## config.mk

```make
export PLATFORM = sky130hd
export DESIGN_NAME = fuzzifier_dt
export DESIGN_NICKNAME = d
export VERILOG_FILES = /design/src/rtl/fuzzifier_dt.sv
export SDC_FILE = /design/constraint.sdc
export NUM_CORES = 2
export LEC_CHECK = 0
export CORE_ASPECT_RATIO = 0.75
export CORE_MARGIN = 10
export CORE_UTILIZATION = 50
export CTS_BUF_LIST = sky130_fd_sc_hd__clkbuf_4 sky130_fd_sc_hd__clkbuf_8
export DETAILED_ROUTE_END_ITERATION = 8
export PLACE_DENSITY = 0.67
export SETUP_SLACK_MARGIN = 0.2
export SYNTH_ARGS = -nofsm -noshare
export SYNTH_HDL_FRONTEND = slang
export SYNTH_SLANG_ARGS = --single-unit
```

## constraint.sdc

```tcl
create_clock -name clk -period 99 [get_ports clk]
set_input_delay 14.85 -clock clk [delete_from_list [all_inputs] [get_ports clk]]
set_output_delay 14.85 -clock clk [all_outputs]
set_load 0.02 [all_outputs]
```

## src/rtl/fuzzifier_dt.sv

```systemverilog
// +--------------------------------------------------------------------------+
// | fuzzifier_dt                                                             |
// | Three-set (NEG/ZERO/POS) trapezoidal fuzzifier for a signed Q7.0 input,  |
// | single-cycle latency, Q1.15 membership outputs.                          |
// | Optional: FUZZIFIER_DT_PARAM_CHECK_EN adds the param_err output.         |
// | Revision: 1.0                                                            |
// +--------------------------------------------------------------------------+
`default_nettype none

module fuzzifier_dt (
  input  logic              clk,
  input  logic              rst,
  input  logic              in_valid,
  input  logic signed [7:0] x,
  input  logic signed [7:0] a_neg,
  input  logic signed [7:0] b_neg,
  input  logic signed [7:0] c_neg,
  input  logic signed [7:0] d_neg,
  input  logic signed [7:0] a_zero,
  input  logic signed [7:0] b_zero,
  input  logic signed [7:0] c_zero,
  input  logic signed [7:0] d_zero,
  input  logic signed [7:0] a_pos,
  input  logic signed [7:0] b_pos,
  input  logic signed [7:0] c_pos,
  input  logic signed [7:0] d_pos,
  output logic [15:0]       mu_neg,
  output logic [15:0]       mu_zero,
  output logic [15:0]       mu_pos,
  output logic              out_valid
`ifdef FUZZIFIER_DT_PARAM_CHECK_EN
  ,
  output logic              param_err
`endif
);

  // Rules are evaluated in priority order, so coincident breakpoints resolve to 0.
  function automatic logic [15:0] trap_mu(
    input logic signed [7:0] xv,
    input logic signed [7:0] a,
    input logic signed [7:0] b,
    input logic signed [7:0] c,
    input logic signed [7:0] d
  );
    logic signed [8:0] dn;
    logic signed [8:0] dd;
    logic [23:0]       num;
    logic [23:0]       den;
    logic [23:0]       q;
    logic [15:0]       mu;
    mu = 16'h0000;
    dn = 9'sd0;
    dd = 9'sd0;
    num = 24'h0;
    den = 24'h1;
    q = 24'h0;
    if (xv <= a || xv >= d) begin
      mu = 16'h0000;
    end else if (xv >= b && xv <= c) begin
      mu = 16'h7FFF;
    end else begin
      if (xv < b) begin
        dn = {xv[7], xv} - {a[7], a};
        dd = {b[7], b} - {a[7], a};
      end else begin
        dn = {d[7], d} - {xv[7], xv};
        dd = {d[7], d} - {c[7], c};
      end
      num = {15'b0, dn} << 15;
      den = {15'b0, dd};
      if (den == 24'h0) den = 24'h1;
      q = num / den;
      mu = (q > 24'h007FFF) ? 16'h7FFF : q[15:0];
    end
    return mu;
  endfunction

  logic [15:0] mu_neg_q, mu_zero_q, mu_pos_q;
  logic [15:0] mu_neg_d, mu_zero_d, mu_pos_d;
  logic        out_valid_q;

  always_comb begin
    mu_neg_d  = trap_mu(x, a_neg,  b_neg,  c_neg,  d_neg);
    mu_zero_d = trap_mu(x, a_zero, b_zero, c_zero, d_zero);
    mu_pos_d  = trap_mu(x, a_pos,  b_pos,  c_pos,  d_pos);
  end

  always_ff @(posedge clk) begin
    if (rst) begin
      mu_neg_q    <= 16'h0000;
      mu_zero_q   <= 16'h0000;
      mu_pos_q    <= 16'h0000;
      out_valid_q <= 1'b0;
    end else begin
      out_valid_q <= in_valid;
      if (in_valid) begin
        mu_neg_q  <= mu_neg_d;
        mu_zero_q <= mu_zero_d;
        mu_pos_q  <= mu_pos_d;
      end
    end
  end

  assign mu_neg    = mu_neg_q;
  assign mu_zero   = mu_zero_q;
  assign mu_pos    = mu_pos_q;
  assign out_valid = out_valid_q;

`ifdef FUZZIFIER_DT_PARAM_CHECK_EN
  logic param_err_q;
  logic param_err_d;

  // Any trapezoid whose breakpoints are not non-decreasing flags an error.
  always_comb begin
    param_err_d = !(a_neg  <= b_neg  && b_neg  <= c_neg  && c_neg  <= d_neg)  ||
                  !(a_zero <= b_zero && b_zero <= c_zero && c_zero <= d_zero) ||
                  !(a_pos  <= b_pos  && b_pos  <= c_pos  && c_pos  <= d_pos);
  end

  always_ff @(posedge clk) begin
    if (rst) begin
      param_err_q <= 1'b0;
    end else if (in_valid) begin
      param_err_q <= param_err_d;
    end
  end

  assign param_err = param_err_q;
`endif

endmodule

`default_nettype wire

```

==> impl_results.md <==
* Area leader, netlist: ha_1
* Vias/cell at 6.588
* Synth area leaders: ha_1, a21oi_1, xnor2_1
* Worst path slowest cell: and4b_1
* Cells after synthesis at ~7k
* Seq/Total Area, Yosys at 2.022%
* Critical path launch point type: input pin
* Number of cells on the worst reg-to-reg path at 5
* Post-detailed-routing wire length at 167.9 mm
* Critical Path Source: x[0]
* Slew headroom at 26.74%
* Worst hold path type: reg2reg
* Netlist cell types at 143
* Die area at 110000 um^2
* GRT Residual Overflow at 0
* Io pins at 156
* Total core area at 95760 um^2
* Syn_area_per_cell at 6.922 um^2
* Mux cell area share after synthesis at 5.455%
* Status: finished, final reports clean
* Max H-tree Level at 2
* Adder-cell share of the synthesized area at 17.15%
* Chip width at 379.7 um
* Post-CTS Setup Bufs at 0
* Worst EP arrival at 81.01 ns
* Die height at 289.8 um
* Cell Rows at 98
* Period utilization at 81.48%
* Top-area cell type share of the netlist area at between 10% and 20%
* CTS root buf: clkbuf_8
* Clk sink count at 49
* CP Data Required Time at 99.34 ns
* WL/cell at between 20 and 25 um
* CP peak stage delay at 0.80 ns
* Max-cap violations at 0
* CTS Buffer Depth at 2
* Initial antenna violation count at 23
* Largest family of logic cells by synthesized area: compound AO/OA/AOI/OAI gates
* Slew Limit Fails at 0
* Synth Warn # at 0
* Post-route ant nets at 0
* Setup violators final at 0
* Drt pass-1 iters at 6
* CTS Hold Bufs at 0
* Area of the multi-input gates at about 46000 um^2
* Aggregate negative setup slack at 0 ns
* CP dominant cell by count: a21oi_1
* Final Net Count at about 7.8k
* Resized cells post-CTS at 0
* CTS buffer count at 5
* PortBufs at 155
* Initial drt markers at ~6k
* Worst r2r dst: mu_pos[0]$_SDFFE_PP0P_
* Final hold violation count at 0
* Area grow syn2layout at 6.355%
* Vias at about 55k
* Initial core utilization at 50.66%
* Post-synth EDFFs at 0
* Later-pin clock latency in the skew report at 0.43 ns
* Tot GR Track Use at 28.64%
* Worst Setup Path Type: in2reg
* Syn nets at 7771
* RSZ-0062 raised after global routing: false
* Reg2reg start: mu_pos[0]$_SDFFE_PP0P_
* Compound-cell area share of the yosys netlist at 35.56%
* Reg2Reg Setup Slack at 97.01 ns
* Post-Syn Area at 48510 um^2
* Vias in the first global route at 49.61k
* End of the critical path: mu_pos[0]$_SDFFE_PP0P_
* Register bit total from synthesis at 49
* Worst slew pin tran at 1.098 ns
* CTS clk-pin slew, worst paths at 0.18 ns
* Crit Path Max Fanout at 24
* Share of cells above drive strength 1 at under 10%
* Post-synthesis simple-gate area fraction at 27.84%
* Largest net degree at the start of global routing at 58
* Ys async rst share at 0%
* Residual DRC count at 0
* Global-route wire length before repair at 267.8 mm
* Top FF cell, synth: dfxtp_1
* CP Capture Type: flop
* Fill cell count at approximately 9.4k
* Fmax at 0.01240 GHz
* DP Wirelength at around 130 mm
* FF/Latch Area at between 900 and 1000 um^2
* XOR/XNOR Fraction of Synth Area at 7.794%
* Minimum clock period at 80.67 ns
* Max Clock Skew at 0 ns
* Gpl congestion at 0.9960
* CTS tree: yes
[worst min path at each step]
stage,cells after the start,start,end,slack [ns]
5_1_grt,1,mu_zero[15]$_SDFFE_PP0P_,mu_zero[15]$_SDFFE_PP0P_,0.50
6_report,2,mu_pos[14]$_SDFFE_PP0P_,mu_pos[14]$_SDFFE_PP0P_,0.48
3_5_place_dp,1,mu_zero[15]$_SDFFE_PP0P_,mu_zero[15]$_SDFFE_PP0P_,0.45
4_1_cts,2,mu_pos[2]$_SDFFE_PP0P_,mu_pos[2]$_SDFFE_PP0P_,0.48
2_1_floorplan,2,mu_neg[11]$_SDFFE_PP0P_,mu_neg[11]$_SDFFE_PP0P_,0.54
3_3_place_gp,1,mu_zero[15]$_SDFFE_PP0P_,mu_zero[15]$_SDFFE_PP0P_,0.44
[synthesized netlist by cell type, types with 24 or more instances]
library cell and instances:
nor2_1 655, ha_1 641, a21oi_1 632, nand2_1 458, o21ai_0 451, inv_1 317
xnor2_1 282, a21o_1 222, nor3_1 219, nand3_1 186, nand2b_1 175, o21a_1 165
nor2b_1 161, xor2_1 146, mux2_2 126, mux2i_1 107, nand4_1 107, clkbuf_1 105
o21bai_1 102, a31oi_1 98, and2_1 94, or3_1 91, a211oi_1 84, and3_1 83
o211ai_1 76, or2_2 71, o31ai_1 70, buf_2 51, dfxtp_1 49, o21ai_1 49
nor4_1 44, and4_1 42, o22ai_1 39, a21boi_0 36, a31o_2 33, a211o_1 32
or4_1 30, o31a_1 29, a221oi_1 24, nor3b_1 24
[routing by layer]
metal	share of wire [%]	up-vias	GRT usage [%]	routed length, um
met4	1.6	36	5.065	2624
met1	49	25760	42.90	82550
met5	0.14	-	0.3012	240
met3	9.4	194	5.164	15770
li1	-	26761	-	-
met2	40	2308	42.28	66720
[critical path, delay by kind of cell]
| kind | cells | cell delay (ns) |
|---|---|---|
| AND/OR/NAND/NOR | 77 | 19.78 |
| buffers and inverters | 13 | 2.60 |
| multiplexers | 6 | 2.45 |
| XOR/XNOR | 1 | 0.17 |
| AO/OA/AOI/OAI | 156 | 33.09 |
| adder cells (fa/ha/maj) | 25 | 7.81 |
[layout by cell type (no fill, tap or decap), drive strengths merged, types with 29 or more instances in the layout]
cell,Yosys,routed
nor2,659,659
ha,641,641
a21oi,638,638
o21ai,503,503
nand2,465,465
inv,319,319
xnor2,283,283
nor3,231,231
a21o,222,222
nand3,190,190
nand2b,175,175
o21a,165,165
nor2b,161,161
clkdlybuf4s50,0,153
xor2,147,147
mux2,135,135
mux2i,111,111
nand4,110,110
a31oi,105,105
o21bai,102,102
and2,96,96
a211oi,95,95
or3,91,91
or2,88,88
and3,85,85
o211ai,80,80
buf,82,73
o31ai,71,71
nor4,57,57
dfxtp,49,49
a21boi,46,46
and4,42,42
o22ai,40,40
a31o,35,35
or4,33,33
a211o,32,32
a221oi,31,31
o31a,29,29
[registers in the layout, summed over array words and instances, names as in the netlist]
register   flops
mu_zero       16
out_valid      1
mu_neg        16
mu_pos        16
[cells by family after synthesis]
| group | Yosys count |
|---|---|
| buffers and inverters | 507 |
| AOI/OAI and AO/OA | 2543 |
| xor gates and xnor gates | 430 |
| DFF | 49 |
| adders and majority gates | 656 |
| and+or+nand+nor | 2577 |
| muxes | 246 |
[area by class of cell]
| class | instances | area share (%) |
|---|---|---|
| flip-flops and latches | 49 | 1.901 |
| diodes | 4 | 0.01940 |
| well taps | 1300 | 3.153 |
| multi-input cells | 6452 | 88.43 |
| inverters | 320 | 2.328 |
| clock buffers | 5 | 0.1334 |
| clock inverters | 1 | 0.009701 |
| repair buffers | 226 | 4.021 |
[per-stage QoR]
step	worst slack [ns]	util, %	instance area, um^2	std cells	hold WS (ns)
detailed placement	19.57	53.79	51510	8347	0.4468
global placement	20.05	53.79	51510	8347	0.4450
CTS	19.80	53.86	51580	8353	0.4801
global route	12.64	53.87	51590	8354	0.4999
finish	18.33	53.88	51590	8357	0.4756
floorplan	28.58	-	48510	7008	0.5432
Power is not shown: default switching activity piles up to over one toggle a cycle in this logic, so the estimate is an artifact.
